$ cat src/rtl/multiplier_ctrl_v1_if.sv
// Request/response handshake bundle for the RV32M multiplier controller.
// slave = controller side, master = issuing pipeline side.
interface multiplier_ctrl_v1_if;
    logic       req_valid_i;
    logic [2:0] req_funct3_i;
    logic       req_ready_o;
    logic       resp_valid_o;
    logic       resp_ready_i;
    logic       kill_i;
    logic       busy_o;

    modport slave (
        input  req_valid_i,
        input  req_funct3_i,
        input  resp_ready_i,
        input  kill_i,
        output req_ready_o,
        output resp_valid_o,
        output busy_o
    );

    modport master (
        output req_valid_i,
        output req_funct3_i,
        output resp_ready_i,
        output kill_i,
        input  req_ready_o,
        input  resp_valid_o,
        input  busy_o
    );
endinterface

$ cat src/rtl/multiplier_ctrl_v1.sv
// Sequencer for a byte-serial 32x8 multiplier datapath (RV32M MUL/MULH*).
// Four accumulate cycles, one pipeline drain, then a held response.
module multiplier_ctrl_v1 (
    input  logic                        clk_i,
    input  logic                        rst_ni,
    multiplier_ctrl_v1_if.slave         bus,
    output logic                        reg_A_en_o,
    output logic                        reg_B_en_o,
    output logic                        AC_en_o,
    output logic                        en_pipe_o,
    output logic                        mux_B_sel_o,
    output logic                        signed_A_o,
    output logic                        signed_B_o,
    output logic                        rol_en_o,
    output logic                        upper_o,
    output logic                        ac_clr_o,
    output logic [1:0]                  shift_amount_o
);

    typedef enum logic [2:0] {
        IDLE, C0, C1, C2, C3, DRAIN, DONE
    } state_e;

    state_e     state_q, state_d;
    logic       accept;
    logic [2:0] f3;
    logic       reg_B_en_q, AC_en_q, en_pipe_q;
    logic       mux_B_sel_q, rol_en_q;
    logic       resp_valid_q, busy_q;
    logic [1:0] shift_q;

    assign f3 = bus.req_funct3_i;
    assign bus.req_ready_o = (state_q == IDLE) && !f3[2];
    assign accept = bus.req_valid_i && bus.req_ready_o;

    always_comb begin
        state_d = state_q;
        unique case (state_q)
            IDLE:    if (accept) state_d = C0;
            C0:      state_d = C1;
            C1:      state_d = C2;
            C2:      state_d = C3;
            C3:      state_d = DRAIN;
            DRAIN:   state_d = DONE;
            DONE:    if (bus.resp_ready_i) state_d = IDLE;
            default: state_d = IDLE;
        endcase
        if (bus.kill_i && (state_q != IDLE)) state_d = IDLE;
    end

    // Per-state controls are decoded from the next state so they are registered.
    always_ff @(posedge clk_i) begin
        if (!rst_ni) begin
            state_q      <= IDLE;
            reg_B_en_q   <= 1'b0;
            AC_en_q      <= 1'b0;
            en_pipe_q    <= 1'b0;
            mux_B_sel_q  <= 1'b0;
            rol_en_q     <= 1'b0;
            resp_valid_q <= 1'b0;
            busy_q       <= 1'b0;
            shift_q      <= 2'b00;
        end else begin
            state_q      <= state_d;
            reg_B_en_q   <= 1'b0;
            AC_en_q      <= 1'b0;
            en_pipe_q    <= 1'b0;
            mux_B_sel_q  <= 1'b0;
            rol_en_q     <= 1'b0;
            resp_valid_q <= 1'b0;
            shift_q      <= 2'b00;
            busy_q       <= (state_d != IDLE);
            unique case (state_d)
                C0, C1, C2: begin
                    en_pipe_q   <= 1'b1;
                    AC_en_q     <= 1'b1;
                    reg_B_en_q  <= 1'b1;
                    mux_B_sel_q <= 1'b1;
                    rol_en_q    <= 1'b1;
                end
                C3: begin
                    en_pipe_q <= 1'b1;
                    AC_en_q   <= 1'b1;
                end
                DRAIN:   en_pipe_q    <= 1'b1;
                DONE:    resp_valid_q <= 1'b1;
                default: ;
            endcase
            unique case (state_d)
                C1:      shift_q <= 2'b01;
                C2:      shift_q <= 2'b11;
                C3:      shift_q <= 2'b10;
                default: shift_q <= 2'b00;
            endcase
        end
    end

    assign reg_A_en_o     = accept;
    assign reg_B_en_o     = accept | reg_B_en_q;
    assign ac_clr_o       = accept;
    assign upper_o        = accept && (f3 != 3'b000);
    assign signed_A_o     = accept && ((f3 == 3'b001) || (f3 == 3'b010));
    assign signed_B_o     = accept && (f3 == 3'b001);
    assign AC_en_o        = AC_en_q;
    assign en_pipe_o      = en_pipe_q;
    assign mux_B_sel_o    = mux_B_sel_q;
    assign rol_en_o       = rol_en_q;
    assign shift_amount_o = shift_q;
    assign bus.resp_valid_o = resp_valid_q;
    assign bus.busy_o       = busy_q;

endmodule

$ cat src/flat_wrapper.sv
// flat-port wrapper written by rule: the top's interface ports become plain ports
module multiplier_ctrl_v1_flat 
  (clk_i, rst_ni, reg_A_en_o, reg_B_en_o, AC_en_o, en_pipe_o, mux_B_sel_o, signed_A_o, signed_B_o, rol_en_o, upper_o, ac_clr_o, shift_amount_o, bus_req_valid_i, bus_req_funct3_i, bus_resp_ready_i, bus_kill_i, bus_req_ready_o, bus_resp_valid_o, bus_busy_o);
  multiplier_ctrl_v1_if bus_i ();
  input  logic clk_i;
  input  logic rst_ni;
  output logic reg_A_en_o;
  output logic reg_B_en_o;
  output logic AC_en_o;
  output logic en_pipe_o;
  output logic mux_B_sel_o;
  output logic signed_A_o;
  output logic signed_B_o;
  output logic rol_en_o;
  output logic upper_o;
  output logic ac_clr_o;
  output logic [1:0] shift_amount_o;
  input wire logic [$bits(bus_i.req_valid_i)-1:0] bus_req_valid_i;
  input wire logic [$bits(bus_i.req_funct3_i)-1:0] bus_req_funct3_i;
  input wire logic [$bits(bus_i.resp_ready_i)-1:0] bus_resp_ready_i;
  input wire logic [$bits(bus_i.kill_i)-1:0] bus_kill_i;
  output wire logic [$bits(bus_i.req_ready_o)-1:0] bus_req_ready_o;
  output wire logic [$bits(bus_i.resp_valid_o)-1:0] bus_resp_valid_o;
  output wire logic [$bits(bus_i.busy_o)-1:0] bus_busy_o;
  assign bus_i.req_valid_i = bus_req_valid_i;
  assign bus_i.req_funct3_i = bus_req_funct3_i;
  assign bus_i.resp_ready_i = bus_resp_ready_i;
  assign bus_i.kill_i = bus_kill_i;
  assign bus_req_ready_o = bus_i.req_ready_o;
  assign bus_resp_valid_o = bus_i.resp_valid_o;
  assign bus_busy_o = bus_i.busy_o;
  multiplier_ctrl_v1 u_core (.clk_i(clk_i), .rst_ni(rst_ni), .bus(bus_i), .reg_A_en_o(reg_A_en_o), .reg_B_en_o(reg_B_en_o), .AC_en_o(AC_en_o), .en_pipe_o(en_pipe_o), .mux_B_sel_o(mux_B_sel_o), .signed_A_o(signed_A_o), .signed_B_o(signed_B_o), .rol_en_o(rol_en_o), .upper_o(upper_o), .ac_clr_o(ac_clr_o), .shift_amount_o(shift_amount_o));
endmodule
$ cat config.mk
export PLATFORM = sky130hd
export DESIGN_NAME = multiplier_ctrl_v1_flat
export DESIGN_NICKNAME = d
export VERILOG_FILES = /design/src/rtl/multiplier_ctrl_v1_if.sv /design/src/rtl/multiplier_ctrl_v1.sv /design/src/flat_wrapper.sv
export SDC_FILE = /design/constraint.sdc
export NUM_CORES = 1
export LEC_CHECK = 0
export ABC_CLOCK_PERIOD_IN_PS = 1300
export BUFFER_PORTS_ARGS = -buffer_cell sky130_fd_sc_hd__buf_2
export CAP_MARGIN = 20
export CORE_AREA = 5 5 42 44
export DETAILED_ROUTE_END_ITERATION = 7
export DIE_AREA = 0 0 47 49
export PLACE_DENSITY = 0.69
export SLEW_MARGIN = 30
export SYNTH_ARGS = -nofsm -noshare
export SYNTH_HDL_FRONTEND = slang
export SYNTH_SLANG_ARGS = --single-unit
$ cat constraint.sdc
create_clock -name clk_i -period 1.3 [get_ports clk_i]
set_clock_uncertainty 0.05 [all_clocks]
set_input_delay 0.13 -clock clk_i [delete_from_list [all_inputs] [get_ports clk_i]]
set_output_delay 0.13 -clock clk_i [all_outputs]
set_load 0.1 [all_outputs]
# Word level (Yosys, flattened, before mapping)
# Index checks and enable logic that the tools add are counted.
# totals
wordCells,46
in_bits,8
register_bits,10
out_inout_bits,15
# op_classes
mux,9
n_bitwise,1
n_eq_ne,14
reduce_logical,15
# ops
op,count
$pmux 3 s7,1
$eq 3x3->1 const B,6
$eq 3x2->1 const B,5
$eq 3x1->1 const B,3
$mux 3,3
$reduce_bool 3->1,3
$logic_and 1x1->1,6
$pmux 2 s3,1
$reduce_or 5->1,1
$mux 1,4
$reduce_or 4->1,1
$logic_not 3->1,1
$reduce_or 3->1,1
$logic_not 1->1,1
$logic_or 1x1->1,1
$or 1x1->1,1

# Depth between registers and ports, before layout
# Gate-level depths: netlist of the first run.
# logic_depth
ltp_word,9
depth_mapped,5
mapped_depth_nobuf,4

# Worst setup path after synthesis of the first run
# No wires, ideal clock.
# synth_timing
path_kind,reg-to-output
startpoint,register u_core.state_q[0]
endpoint,output port bus_req_ready_o
stages_incl_launch_ff,3
n_path_buf,1
arrival_ps,3400
required_time_ps,1120
setup_slack_ps,-2280
cell_sequence,dfxtp_1 > buf_4 > nor4_1
# synth_via
elab_chain_cells,2
# synth_lines
element,line,source
from (decl),multiplier_ctrl_v1.sv:24,"state_e state_q, state_d;"
from (signal assigned),multiplier_ctrl_v1.sv:64,state_q <= state_d;
$logic_not 3->1,multiplier_ctrl_v1.sv:33,assign bus.req_ready_o = (state_q == IDLE) && !f3[2];
$logic_and 1x1->1,multiplier_ctrl_v1.sv:33,
to (decl),flat_wrapper.sv:22,output wire logic [$bits(bus_i.req_ready_o)-1:0] bus_req_ready_o;
# Every way passes these cells.

# Worst setup path after layout of the first run
# layout_timing
startpoint,register u_core.state_q[0]
endpoint,output port signed_B_o
# layout_via
elab_chain_cells,4
# layout_lines
element,line,source
$logic_not 3->1,multiplier_ctrl_v1.sv:33,
$logic_and 1x1->1,multiplier_ctrl_v1.sv:33,
$logic_and 1x1->1,multiplier_ctrl_v1.sv:34,assign accept = bus.req_valid_i && bus.req_ready_o;
$logic_and 1x1->1,multiplier_ctrl_v1.sv:103,assign signed_B_o = accept && (f3 == 3'b001);
to (decl),flat_wrapper.sv:13,output logic signed_B_o;
# Every way passes these cells.

==> reports/metrics.yaml, run 1 <==
timing:
  finalCritPeriodShare_pct: 120
  hold_viol_final: 0
  maxSlewHeadroom_pct: 67.5
  min_period_ps: 1550
  slew_violations: 0
  hold-worst-slack_ps: 74.9
  setup_ws_ps: -254
  grt_setup_unrepaired: "yes"
  timing_worst_slew_pin_value_ps: 490
  achievable-frequency_mhz: 643
  final_setup_violation_count: 9
  tns_ps: -1490
min_path:
  hold_depth: 2
  hp-class: "in -> reg"
  worstHoldStart: "bus_kill_i"
  min_delay_worst_endpoint: "u_core.shift_amount_o[0]$_SDFF_PN0_"
placement:
  hpwl_um: 1080
  dpl.cell_count: 105
  place.gp.congestion: 0.908
  port_buffers: 22
  placed_area_um2: 858
  dp_slack_ps: -103
synthesis:
  postSynthRegisterBits: 10
  yosys-top-cells-area: "sky130_fd_sc_hd__dfxtp_1 38%, sky130_fd_sc_hd__nor2_1 6.3%, sky130_fd_sc_hd__buf_4 5.6%"
  synthesis.yosys.warnings: 0
  gate_count_post_synth: 61
  synth_top_family_by_area: "simple AND/OR/NAND/NOR gates"
  post-synth-top-count-cell: "sky130_fd_sc_hd__dfxtp_1"
  synth_common_cells: "10 x sky130_fd_sc_hd__dfxtp_1, 9 x sky130_fd_sc_hd__nor2_1, 5 x sky130_fd_sc_hd__a21oi_1"
  postSynth.asyncResetShare_pct: 0
  post_synth_and_or_nand_nor_area_fraction_pct: 31.0
  synth_xor_area_share_pct: 1.64
  synth_compound_area_share_pct: 19.2
  syn-mean-instance-area_um2: 8.74
  synth_cell_type_count: 23
  synth-seq-area-share_pct: 37.6
  synthAdderAreaFrac_pct: 0
  synth_largest_area_cell: "sky130_fd_sc_hd__dfxtp_1"
  synth_area_um2: 533
  synth-edff-count: 0
  synth_top_area_share_pct: 37.6
  synthMuxAreaShare_pct: 0
  ys_dominant_reg_cell: "sky130_fd_sc_hd__dfxtp_1"
  net_count_after_synthesis: 69
final_layout:
  nets: 106
  drive_gt1_share_pct: 64.6
  area_growth_pct: 82.4
  post_route_design_area_um2: 972
  layout.cells.non_filler: 112
  diodes: 0
floorplan:
  top_level_ports: 23
  floorplan.initialDensity_pct: 38.0
  core_um2: 1400
  cell_rows: 14
  fp.dieH_um: 49
  design.die.area_um2: 2300
  chipWidth_um: 47
critical_path:
  crit_required_ps: 1120
  setup.worst_path.start_class: "flop"
  setup.worst_path.end_class: "output pin"
  worst_path_dominant_cell_family: "simple AND/OR/NAND/NOR gates"
  reg2regPathDepth: 5
  slowest_delay_ps: 340
  cp_max_fo: 5
  worstReg2RegStart: "u_core.state_q[1]$_SDFF_PN0_"
  cp.arrival_ps: 1370
  slowest_stage_cell_cp: "sky130_fd_sc_hd__dfxtp_2"
  worst_setup_path_category: "reg -> out"
  crit_buf_inv: 1
  critical_path.cell_chain: "nor3_4, nand2_4, nor3b_4, buf_12"
  r2r_setup_slack_ps: -110
  reg2reg_to: "u_core.en_pipe_o$_SDFF_PN0_"
detailed_routing:
  route.detailed.drc: 0
  detail_route.wl_per_cell_um: 13.4
  via_per_inst: 5.06
  dr.first_iter.drc_count: 12
  detail-route-antenna-nets: 0
  dr_total_vias: 567
  wl_um: 1510
  drtPass1Iterations: 4
power:
  power.ir.vdd_worst_mv: 0.593
  p_switching_uw: 375
  seq_power_share_pct: 35.0
  power_switching_share_pct: 40.5
  p_per_area_nw_per_um2: 952
  leakagePower_nw: 0.422
  comb_power_share_pct: 42.9
  clock_network_fraction_of_design_power_pct: 22.0
  cellInternalPower_uw: 550
clocking:
  cts-buffers-inserted: 3
  htree_levels: 1
  cts_hold_buffers: 0
  clock_insertion_delay_worst_skew_ps: 260
  cts-root-to-sink-buffers: 2
  cts_num_sinks: 10
  clock_tree_from_tritoncts: "done"
  clk_transition_reported_paths_ps: 60
  cts.root.buffer_cell: "sky130_fd_sc_hd__clkbuf_4"
global_route:
  vias_in_the_first_global_route: 537
  grt_first_pass_wirelength_um: 2350
  grt_start_max_net_pins: 10
  overall_track_demand_over_capacity_in_global_routing_pct: 14.0
  globalRouteOverflowTotal: 0
  grt_antenna_before_repair: 0
outcome:
  status: "complete, but fails checks"
  violations_in_the_final_reports: "negative setup slack"
job:
  timing.max_cap.violations: 0
## layer usage
layer | global-route usage, % | vias to the layer above | share of wire, %
met3 | 6.64 | 0 | 8.9
met2 | 25.6 | 25 | 56
met4 | 1.38 | 0 | 0
met1 | 14.2 | 262 | 35
met5 | 0 | - | 0
li1 | - | 280 | -
## logic make-up after synthesis
group           count (synthesis)
compound gates                 13
xor+xnor                        1
buf+inv                         9
flops                          10
simple gates                   28
## power by group through the flow
stage	Sequential [mW]	Clock, mW	Combinational, mW
2_1_floorplan	0.403	0	0.203
3_3_place_gp	0.332	0	0.372
3_5_place_dp	0.332	0	0.375
4_1_cts	0.323	0.216	0.382
5_1_grt	0.325	0.232	0.412
6_report	0.324	0.204	0.397
## metrics by stage
step | util, % | power (mW)
6_report | 69.4 | 0.925
3_5_place_dp | 61.3 | 0.707
4_1_cts | 65.4 | 0.921
3_3_place_gp | 61.3 | 0.704
5_1_grt | 69.4 | 0.970
2_1_floorplan | - | 0.606
## area by class of cell
type	instances	area, um2
timing repair buffer	37	332
tap	16	20.0
multi-input combinational	42	372
fill	109	429
sequential	10	208
clock buffer	3	22.5
inverter	4	18.8
## layout by cell type (no fill, tap or decap), drive strengths merged, types with 3 or more instances in the layout
cell / instances
nand2: 3
buf: 37
dfxtp: 10
nor3b: 3
inv: 3
a21oi: 5
clkbuf: 3
o21ai: 3
nor2: 9
nor3: 4
## worst max path at each step
stage	slack (ps)	to	startpoint	depth (start not counted)
after detailed placement	-100	signed_B_o	bus_req_funct3_i[2]	5
final	-250	signed_B_o	u_core.state_q[0]$_SDFF_PN0_	4
after CTS	-290	signed_B_o	u_core.state_q[1]$_SDFF_PN0_	4
after global placement	-60	signed_B_o	bus_req_funct3_i[2]	5
after floorplan	-530	signed_B_o	u_core.state_q[0]$_SDFF_PN0_	4
after global routing	-310	signed_A_o	u_core.state_q[0]$_SDFF_PN0_	5
## sequential cells by signal (all words and copies together), names as in the netlist
register,cells
u_core.reg_B_en_q,1
u_core.AC_en_o,1
u_core.bus.busy_o,1
u_core.state_q,3
u_core.bus.resp_valid_o,1
u_core.en_pipe_o,1
u_core.shift_amount_o,2
## timing repair
action                     in CTS  in global routing
setup endpoints to repair       8                 10
setup buffers                   4                  2
pin swaps                       7                  4
gates resized for setup         6                  9
## worst reg2reg max path, stage by stage, from the launching register on
cell and delay, ps:
sky130_fd_sc_hd__dfxtp_4 360, sky130_fd_sc_hd__buf_4 130, sky130_fd_sc_hd__buf_6 110, sky130_fd_sc_hd__o41ai_4 390, sky130_fd_sc_hd__o22ai_2 150, sky130_fd_sc_hd__o21a_1 120
Note: power is estimated with default switching activity, not from simulation.
==> run 2, diff against run 1 <==
ABC_AREA = 1   (was default)
PLACE_DENSITY = 0.68   (was 0.69)
==> run 2 against run 1 <==
The flow still finishes with violations (negative setup slack). Power up 53%. Worst hold slack got worse by 19 ps. Via count grew 4.9%. Global-route usage down 0.35 points. First-iteration DRC count is 25% lower. Largest cell class unchanged.
==> reports/metrics.yaml, run 2 <==
final_layout:
  final_core_util_pct: 75.1  # was 69.4%
  register_ranked_first_by_flip_flop_count: "u_core.state_q"  # unchanged
  most-common-layout-cells: "15 x sky130_fd_sc_hd__buf_2, 13 x sky130_fd_sc_hd__nand2_1, 11 x sky130_fd_sc_hd__buf_4"  # was 15 x sky130_fd_sc_hd__buf_2, 14 x sky130_fd_sc_hd__buf_4, 7 x sky130_fd_sc_hd__buf_12
  diodes: 0  # unchanged
  nets: 123  # was 106
  area_growth_pct: 97.9  # was 82.4%
  layout_commonest_cell: "sky130_fd_sc_hd__buf_2"  # unchanged
  largest_register_ff_count: 3  # unchanged
  layout.cells.non_filler: 130  # was 112
  layout.filler_cells: 93  # was 109
  drive_gt1_share_pct: 66.7  # was 64.6%
placement:
  dpl.cell_count: 119  # was 105
  place.gp.congestion: 0.842  # was 0.908
  dp_slack_ps: -11.2  # was -103 ps
  port_buffers: 22  # unchanged
  hpwl_um: 991  # was 1080 um
critical_path:
  worst_setup_path_category: "reg -> out"  # unchanged
  r2r_setup_slack_ps: -190  # was -110 ps
  crit_buf_inv: 1  # unchanged
  reg2reg_to: "u_core.reg_B_en_q$_SDFF_PN0_"  # was u_core.en_pipe_o$_SDFF_PN0_
  crit_required_ps: 1120  # about the same
  setup.worst_path.end_class: "output pin"  # unchanged
  reg2regPathDepth: 10  # was 5
  cp_max_fo: 3  # was 5
  setup.worst_path.start_class: "flop"  # unchanged
  critical_path.cell_chain: "nor2_4, nand4_4, nor2_4, a21boi_4, buf_12"  # was nor3_4, nand2_4, nor3b_4, buf_12
  slowest_stage_cell_cp: "sky130_fd_sc_hd__dfxtp_4"  # was sky130_fd_sc_hd__dfxtp_2
  slowest_delay_ps: 350  # was 340 ps
  worst_path_dominant_cell_family: "simple AND/OR/NAND/NOR gates"  # unchanged
  cp.arrival_ps: 1370  # about the same
  worstReg2RegStart: "u_core.state_q[1]$_SDFF_PN0_"  # unchanged
  most_used_cell_along_the_critical_path: "sky130_fd_sc_hd__nor2_4"
timing:
  finalCritPeriodShare_pct: 120  # about the same
  achievable-frequency_mhz: 643  # about the same
  grt_setup_unrepaired: "yes"  # unchanged
  min_period_ps: 1550  # about the same
  hold-worst-slack_ps: 56.0  # was 74.9 ps
  timing_worst_slew_pin_value_ps: 487  # was 490 ps
  setup_ws_ps: -254  # about the same
  final_setup_violation_count: 15  # was 9
  slew_violations: 0  # unchanged
  maxSlewHeadroom_pct: 67.7  # was 67.5%
  hold_viol_final: 0  # unchanged
clocking:
  cts-root-to-sink-buffers: 2  # unchanged
  cts_hold_buffers: 0  # unchanged
  cts-buffers-inserted: 3  # unchanged
  clock_tree_from_tritoncts: "done"  # unchanged
  htree_levels: 1  # unchanged
  cts_num_sinks: 10  # unchanged
  cts.root.buffer_cell: "sky130_fd_sc_hd__clkbuf_4"  # unchanged
  clock_insertion_delay_worst_skew_ps: 270  # was 260 ps
  clk_transition_reported_paths_ps: 70  # was 60 ps
synthesis:
  postSynth.asyncResetShare_pct: 0  # unchanged
  synthesis.yosys.warnings: 0  # unchanged
  ys_dominant_reg_cell: "sky130_fd_sc_hd__dfxtp_1"  # unchanged
  synth_common_cells: "15 x sky130_fd_sc_hd__nand2_1, 11 x sky130_fd_sc_hd__nor2_1, 10 x sky130_fd_sc_hd__dfxtp_1, 8 x sky130_fd_sc_hd__inv_1, 5 x sky130_fd_sc_hd__nand3_1"  # was 10 x sky130_fd_sc_hd__dfxtp_1, 9 x sky130_fd_sc_hd__nor2_1, 5 x sky130_fd_sc_hd__a21oi_1
  syn-mean-instance-area_um2: 7.28  # was 8.74 um2
  synth-edff-count: 0  # unchanged
  synth_largest_area_cell: "sky130_fd_sc_hd__dfxtp_1"  # unchanged
  gate_count_post_synth: 73  # was 61
  post-synth-top-count-cell: "sky130_fd_sc_hd__nand2_1"  # was sky130_fd_sc_hd__dfxtp_1
  synth_area_um2: 532  # was 533 um2
  net_count_after_synthesis: 81  # was 69
  synth_top_area_share_pct: 37.6  # about the same
  synth_cell_type_count: 19  # was 23
  postSynthRegisterBits: 10  # unchanged
  synth-seq-area-share_pct: 37.6  # about the same
  yosys-top-cells-area: "sky130_fd_sc_hd__dfxtp_1 38%, sky130_fd_sc_hd__nand2_1 11%, sky130_fd_sc_hd__nor2_1 7.8%"  # was sky130_fd_sc_hd__dfxtp_1 38%, sky130_fd_sc_hd__nor2_1 6.3%, sky130_fd_sc_hd__buf_4 5.6%
job:
  timing.max_cap.violations: 0  # unchanged
global_route:
  grt_first_pass_wirelength_um: 2350  # unchanged
  vias_in_the_first_global_route: 580  # was 537
  grt_antenna_before_repair: 0  # unchanged
  overall_track_demand_over_capacity_in_global_routing_pct: 13.6  # was 14.0%
  globalRouteOverflowTotal: 0  # unchanged
  grt_start_max_net_pins: 7  # was 10
power:
  power.ir.vdd_worst_mv: 0.898  # was 0.593 mV
  p_per_area_nw_per_um2: 1340  # was 952 nW/um2
  totalPowerFinal_mw: 1.41  # was 925 uW
  leakagePower_nw: 0.537  # was 0.422 nW
detailed_routing:
  route.detailed.drc: 0  # unchanged
  dr_total_vias: 595  # was 567
  wl_um: 1410  # was 1510 um
  drtPass1Iterations: 4  # unchanged
  dr.first_iter.drc_count: 9  # was 12
  detail_route.wl_per_cell_um: 10.9  # was 13.4 um
  detail-route-antenna-nets: 0  # unchanged
  via_per_inst: 4.58  # was 5.06
floorplan:
  floorplan.initialDensity_pct: 37.9  # was 38.0%
  top_level_ports: 23  # unchanged
  cell_rows: 14  # unchanged
  chipWidth_um: 47  # unchanged
  core_um2: 1400  # unchanged
  design.die.area_um2: 2300  # unchanged
  fp.dieH_um: 49  # unchanged
outcome:
  violations_in_the_final_reports: "negative setup slack"  # unchanged
  status: "complete, but fails checks"  # unchanged
min_path:
  min_delay_worst_endpoint: "u_core.AC_en_o$_SDFF_PN0_"  # was u_core.shift_amount_o[0]$_SDFF_PN0_
  hp-class: "in -> reg"  # unchanged
  worstHoldStart: "rst_ni"  # was bus_kill_i
  hold_depth: 3  # was 2
-- run 2: cell count changes after synthesis, moves of 3 or more --
cell / delta
sky130_fd_sc_hd__a21oi_1: -5
sky130_fd_sc_hd__o21ai_0: -3
sky130_fd_sc_hd__nand3_2: +3
sky130_fd_sc_hd__nand2_1: +12
sky130_fd_sc_hd__nand2_2: +3
sky130_fd_sc_hd__nand3_1: +5
sky130_fd_sc_hd__inv_1: +4
sky130_fd_sc_hd__nor2_2: +3
-- run 2: per-stage QoR --
| stage | setup TNS (ps) | area [um2] |
|---|---|---|
| finish | -2480 | 1050 |
| global route | -3640 | 1050 |
| CTS | -2430 | 1000 |
| detailed placement | -11.2 | 888 |
| global placement | 0 | 888 |
| floorplan | -2010 | 597 |
-- run 2: cell families after synthesis --
logic type,after synthesis,share of synthesized area [%]
and+or+nand+nor,47,48.7
buffers and inverters,14,11.3
DFF,10,37.6
AOI/OAI and AO/OA,2,2.35
-- run 2: routing by layer --
metal	global-route usage, %	part of all wire, %
met1	13.3	36
met2	25.8	57
met3	3.32	6.4
met4	4.61	0.85
met5	0	0
-- run 2: final cells by class --
cell class / instances / area (um2) / share of cell area [%]
multi-input combinational: 49 / 365 / 34.7
timing repair buffer: 39 / 365 / 34.7
clock buffer: 4 / 36.3 / 3.45
inverter: 12 / 52.6 / 4.99
tap: 16 / 20.0 / 1.90
sequential: 10 / 213 / 20.2
-- run 2: worst max path at each step --
stage                                       from    endpoint  cells after the start
floorplan           u_core.state_q[2]$_SDFF_PN0_  signed_A_o                      4
global placement    u_core.state_q[2]$_SDFF_PN0_  signed_A_o                      5
detailed placement  u_core.state_q[2]$_SDFF_PN0_  signed_A_o                      5
CTS                 u_core.state_q[1]$_SDFF_PN0_  signed_A_o                      5
global route        u_core.state_q[1]$_SDFF_PN0_  signed_A_o                      5
finish              u_core.state_q[1]$_SDFF_PN0_  signed_A_o                      5
-- run 2: power breakdown --
group,internal (mW),switching (mW)
Clock,0.170,0.109
Combinational,0.230,0.554
Sequential,0.337,0.0131
-- run 2: worst reg2reg max path: stages, from the launching register on --
cell and delay [ps]:
sky130_fd_sc_hd__dfxtp_4 350, sky130_fd_sc_hd__nor2_4 130, sky130_fd_sc_hd__nand4_4 120, sky130_fd_sc_hd__buf_4 160
sky130_fd_sc_hd__buf_6 100, sky130_fd_sc_hd__buf_6 110, sky130_fd_sc_hd__nand3_4 80, sky130_fd_sc_hd__nand2_4 70
sky130_fd_sc_hd__nor2_4 110, sky130_fd_sc_hd__nor2_2 40, sky130_fd_sc_hd__nor2_1 90
-- run 2: repair_timing --
| item | CTS | global route |
|---|---|---|
| buffers inserted | 6 | 2 |
| endpoints found under the setup margin | 10 | 16 |
| resized for setup | 10 | 10 |
| pin swaps | 6 | 3 |
==> run 3, diff against run 2 <==
RECOVER_POWER = 100   (was default)
SKIP_LAST_GASP = 1   (was default)
==> run 3 against run 2 <==
The flow still finishes with violations (negative setup slack). Worst setup slack better by 4.9 ps. Critical path depth did not move. Global-route usage shrank 0.071 points. Fmax is 0.32% higher. First-iteration DRC count increased by 56%. Sequential share of layout area grew 0.37 points. Clock power is essentially flat. Sequential power hardly changed.
==> reports/metrics.yaml, run 3 (synthesized netlist as in run 2, its figures left out) <==
floorplan:
  core_um2: 1400  # unchanged
  cell_rows: 14  # unchanged
  floorplan.initialDensity_pct: 37.9  # unchanged
  top_level_ports: 23  # unchanged
  fp.dieH_um: 49  # unchanged
  chipWidth_um: 47  # unchanged
  design.die.area_um2: 2300  # unchanged
timing:
  achievable-frequency_mhz: 646  # was 643 MHz
  hold_viol_final: 0  # unchanged
  maxSlewHeadroom_pct: 64.0  # was 67.7%
  slew_violations: 0  # unchanged
  timing_worst_slew_pin_value_ps: 542  # was 487 ps
  finalCritPeriodShare_pct: 119  # was 120%
  final_setup_violation_count: 13  # was 15
  grt_setup_unrepaired: "yes"  # unchanged
  setup_ws_ps: -249  # was -254 ps
  min_period_ps: 1550  # about the same
  hold-worst-slack_ps: 56.9  # was 56.0 ps
global_route:
  vias_in_the_first_global_route: 582  # was 580
  grt_first_pass_wirelength_um: 2340  # was 2350 um
  grt_antenna_before_repair: 0  # unchanged
  overall_track_demand_over_capacity_in_global_routing_pct: 13.6  # about the same
  grt_start_max_net_pins: 7  # unchanged
  globalRouteOverflowTotal: 0  # unchanged
clocking:
  cts_num_sinks: 10  # unchanged
  clk_transition_reported_paths_ps: 70  # about the same
  cts.root.buffer_cell: "sky130_fd_sc_hd__clkbuf_4"  # unchanged
  cts-root-to-sink-buffers: 2  # unchanged
  clock_tree_from_tritoncts: "done"  # unchanged
  cts-buffers-inserted: 3  # unchanged
  htree_levels: 1  # unchanged
  clock_insertion_delay_worst_skew_ps: 260  # was 270 ps
  cts_hold_buffers: 0  # unchanged
critical_path:
  slowest_delay_ps: 350  # about the same
  worst_path_dominant_cell_family: "simple AND/OR/NAND/NOR gates"  # unchanged
  slowest_stage_cell_cp: "sky130_fd_sc_hd__dfxtp_4"  # unchanged
  crit_required_ps: 1120  # about the same
  setup.worst_path.end_class: "output pin"  # unchanged
  setup.worst_path.start_class: "flop"  # unchanged
  reg2reg_to: "u_core.reg_B_en_q$_SDFF_PN0_"  # unchanged
  worstReg2RegStart: "u_core.state_q[1]$_SDFF_PN0_"  # unchanged
  r2r_setup_slack_ps: -190  # about the same
  worst_setup_path_startpoint: "u_core.state_q[1]$_SDFF_PN0_"  # unchanged
  critical_path.endpoint: "signed_A_o"  # unchanged
  critical_path_cell_count: 5  # unchanged
  most_used_cell_along_the_critical_path: "sky130_fd_sc_hd__nor2_4"  # unchanged
  reg2regPathDepth: 10  # unchanged
  worst_setup_path_category: "reg -> out"  # unchanged
  crit_buf_inv: 1  # unchanged
  critical_path.cell_chain: "nor2_4, nand4_4, nor2_4, a21boi_4, buf_12"  # unchanged
  cp_max_fo: 3  # unchanged
  cp.arrival_ps: 1370  # about the same
final_layout:
  largest_register_ff_count: 3  # unchanged
  post_route_design_area_um2: 1030  # was 1050 um2
  most-common-layout-cells: "13 x sky130_fd_sc_hd__nand2_1, 13 x sky130_fd_sc_hd__buf_4, 8 x sky130_fd_sc_hd__nor2_1, 8 x sky130_fd_sc_hd__clkbuf_2"  # was 15 x sky130_fd_sc_hd__buf_2, 13 x sky130_fd_sc_hd__nand2_1, 11 x sky130_fd_sc_hd__buf_4
  nets: 123  # unchanged
  area_growth_pct: 94.4  # was 97.9%
  diodes: 0  # unchanged
  drive_gt1_share_pct: 66.7  # unchanged
  register_ranked_first_by_flip_flop_count: "u_core.state_q"  # unchanged
detailed_routing:
  wl_um: 1370  # was 1410 um
  dr_total_vias: 598  # was 595
  dr.first_iter.drc_count: 14  # was 9
  via_per_inst: 4.60  # was 4.58
  detail-route-antenna-nets: 0  # unchanged
  route.detailed.drc: 0  # unchanged
  detail_route.wl_per_cell_um: 10.5  # was 10.9 um
  drtPass1Iterations: 5  # was 4
outcome:
  status: "complete, but fails checks"  # unchanged
  violations_in_the_final_reports: "negative setup slack"  # unchanged
placement:
  hpwl_um: 991  # unchanged
  placed_area_um2: 888  # unchanged
  port_buffers: 22  # unchanged
  place.gp.congestion: 0.842  # unchanged
min_path:
  hp-class: "in -> reg"  # unchanged
power:
  leakagePower_nw: 0.527  # was 0.537 nW
  power.ir.vdd_worst_mv: 0.884  # was 0.898 mV
  p_per_area_nw_per_um2: 1360  # was 1340 nW/um2
job:
  timing.max_cap.violations: 0  # unchanged
## run 3: final cells by class
cell class	count	area (um2)
Inverter	12	48.8
Multi-Input combinational cell	49	358
Timing Repair Buffer	39	358
Fill cell	99	368
Tap cell	16	20.0
Clock buffer	4	36.3
Sequential cell	10	213
## run 3: worst min path at each step
stage / startpoint / endpoint / slack (ps) / cells past startpoint
floorplan: rst_ni / u_core.AC_en_o$_SDFF_PN0_ / 190 / 2
global route: rst_ni / u_core.AC_en_o$_SDFF_PN0_ / 50 / 3
CTS: rst_ni / u_core.AC_en_o$_SDFF_PN0_ / 50 / 3
detailed placement: rst_ni / u_core.AC_en_o$_SDFF_PN0_ / 330 / 3
global placement: rst_ni / u_core.AC_en_o$_SDFF_PN0_ / 320 / 3
finish: rst_ni / u_core.AC_en_o$_SDFF_PN0_ / 60 / 3
## run 3: stage by stage
| stage | setup TNS, ps | worst slack (ps) | instances | utilization (%) | power [mW] |
|---|---|---|---|---|---|
| detailed placement | -11.2 | -11.2 | 119 | 63.4 | 1.08 |
| CTS | -2460 | -251 | 129 | 71.3 | 1.39 |
| global placement | 0 | 14.0 | 119 | 63.4 | 1.08 |
| global route | -3470 | -330 | 130 | 73.8 | 1.47 |
| floorplan | -2010 | -743 | 73 | - | 0.907 |
| finish | -2340 | -249 | 130 | 73.8 | 1.40 |
## run 3: power by group
part	leakage, nW	switching [mW]	internal (mW)
clock	0.0210	0.106	0.170
combinational	0.422	0.549	0.227
sequential	0.0844	0.0134	0.337
## run 3: what timing repair did
action	4_1_cts	5_1_grt
endpoints found under the setup margin	10	16
buffers inserted	6	2
gates resized for setup	7	11
pin swaps	6	3
hold endpoints to repair	0	0
## run 3: routing by layer
metal  GRT usage (%)  up-vias  share of wire (%)
met5               0        -                  0
met2            26.0       19                 57
met3            3.32        5                6.9
li1                -      308                  -
met1            12.9      266                 35
met4            4.61        0                1.6
## run 3: worst min-delay path: cells and delay by family
| kind | cells | cell delay (ps) |
|---|---|---|
| and+or+nand+nor | 2 | 100 |
| buffers and inverters | 1 | 100 |
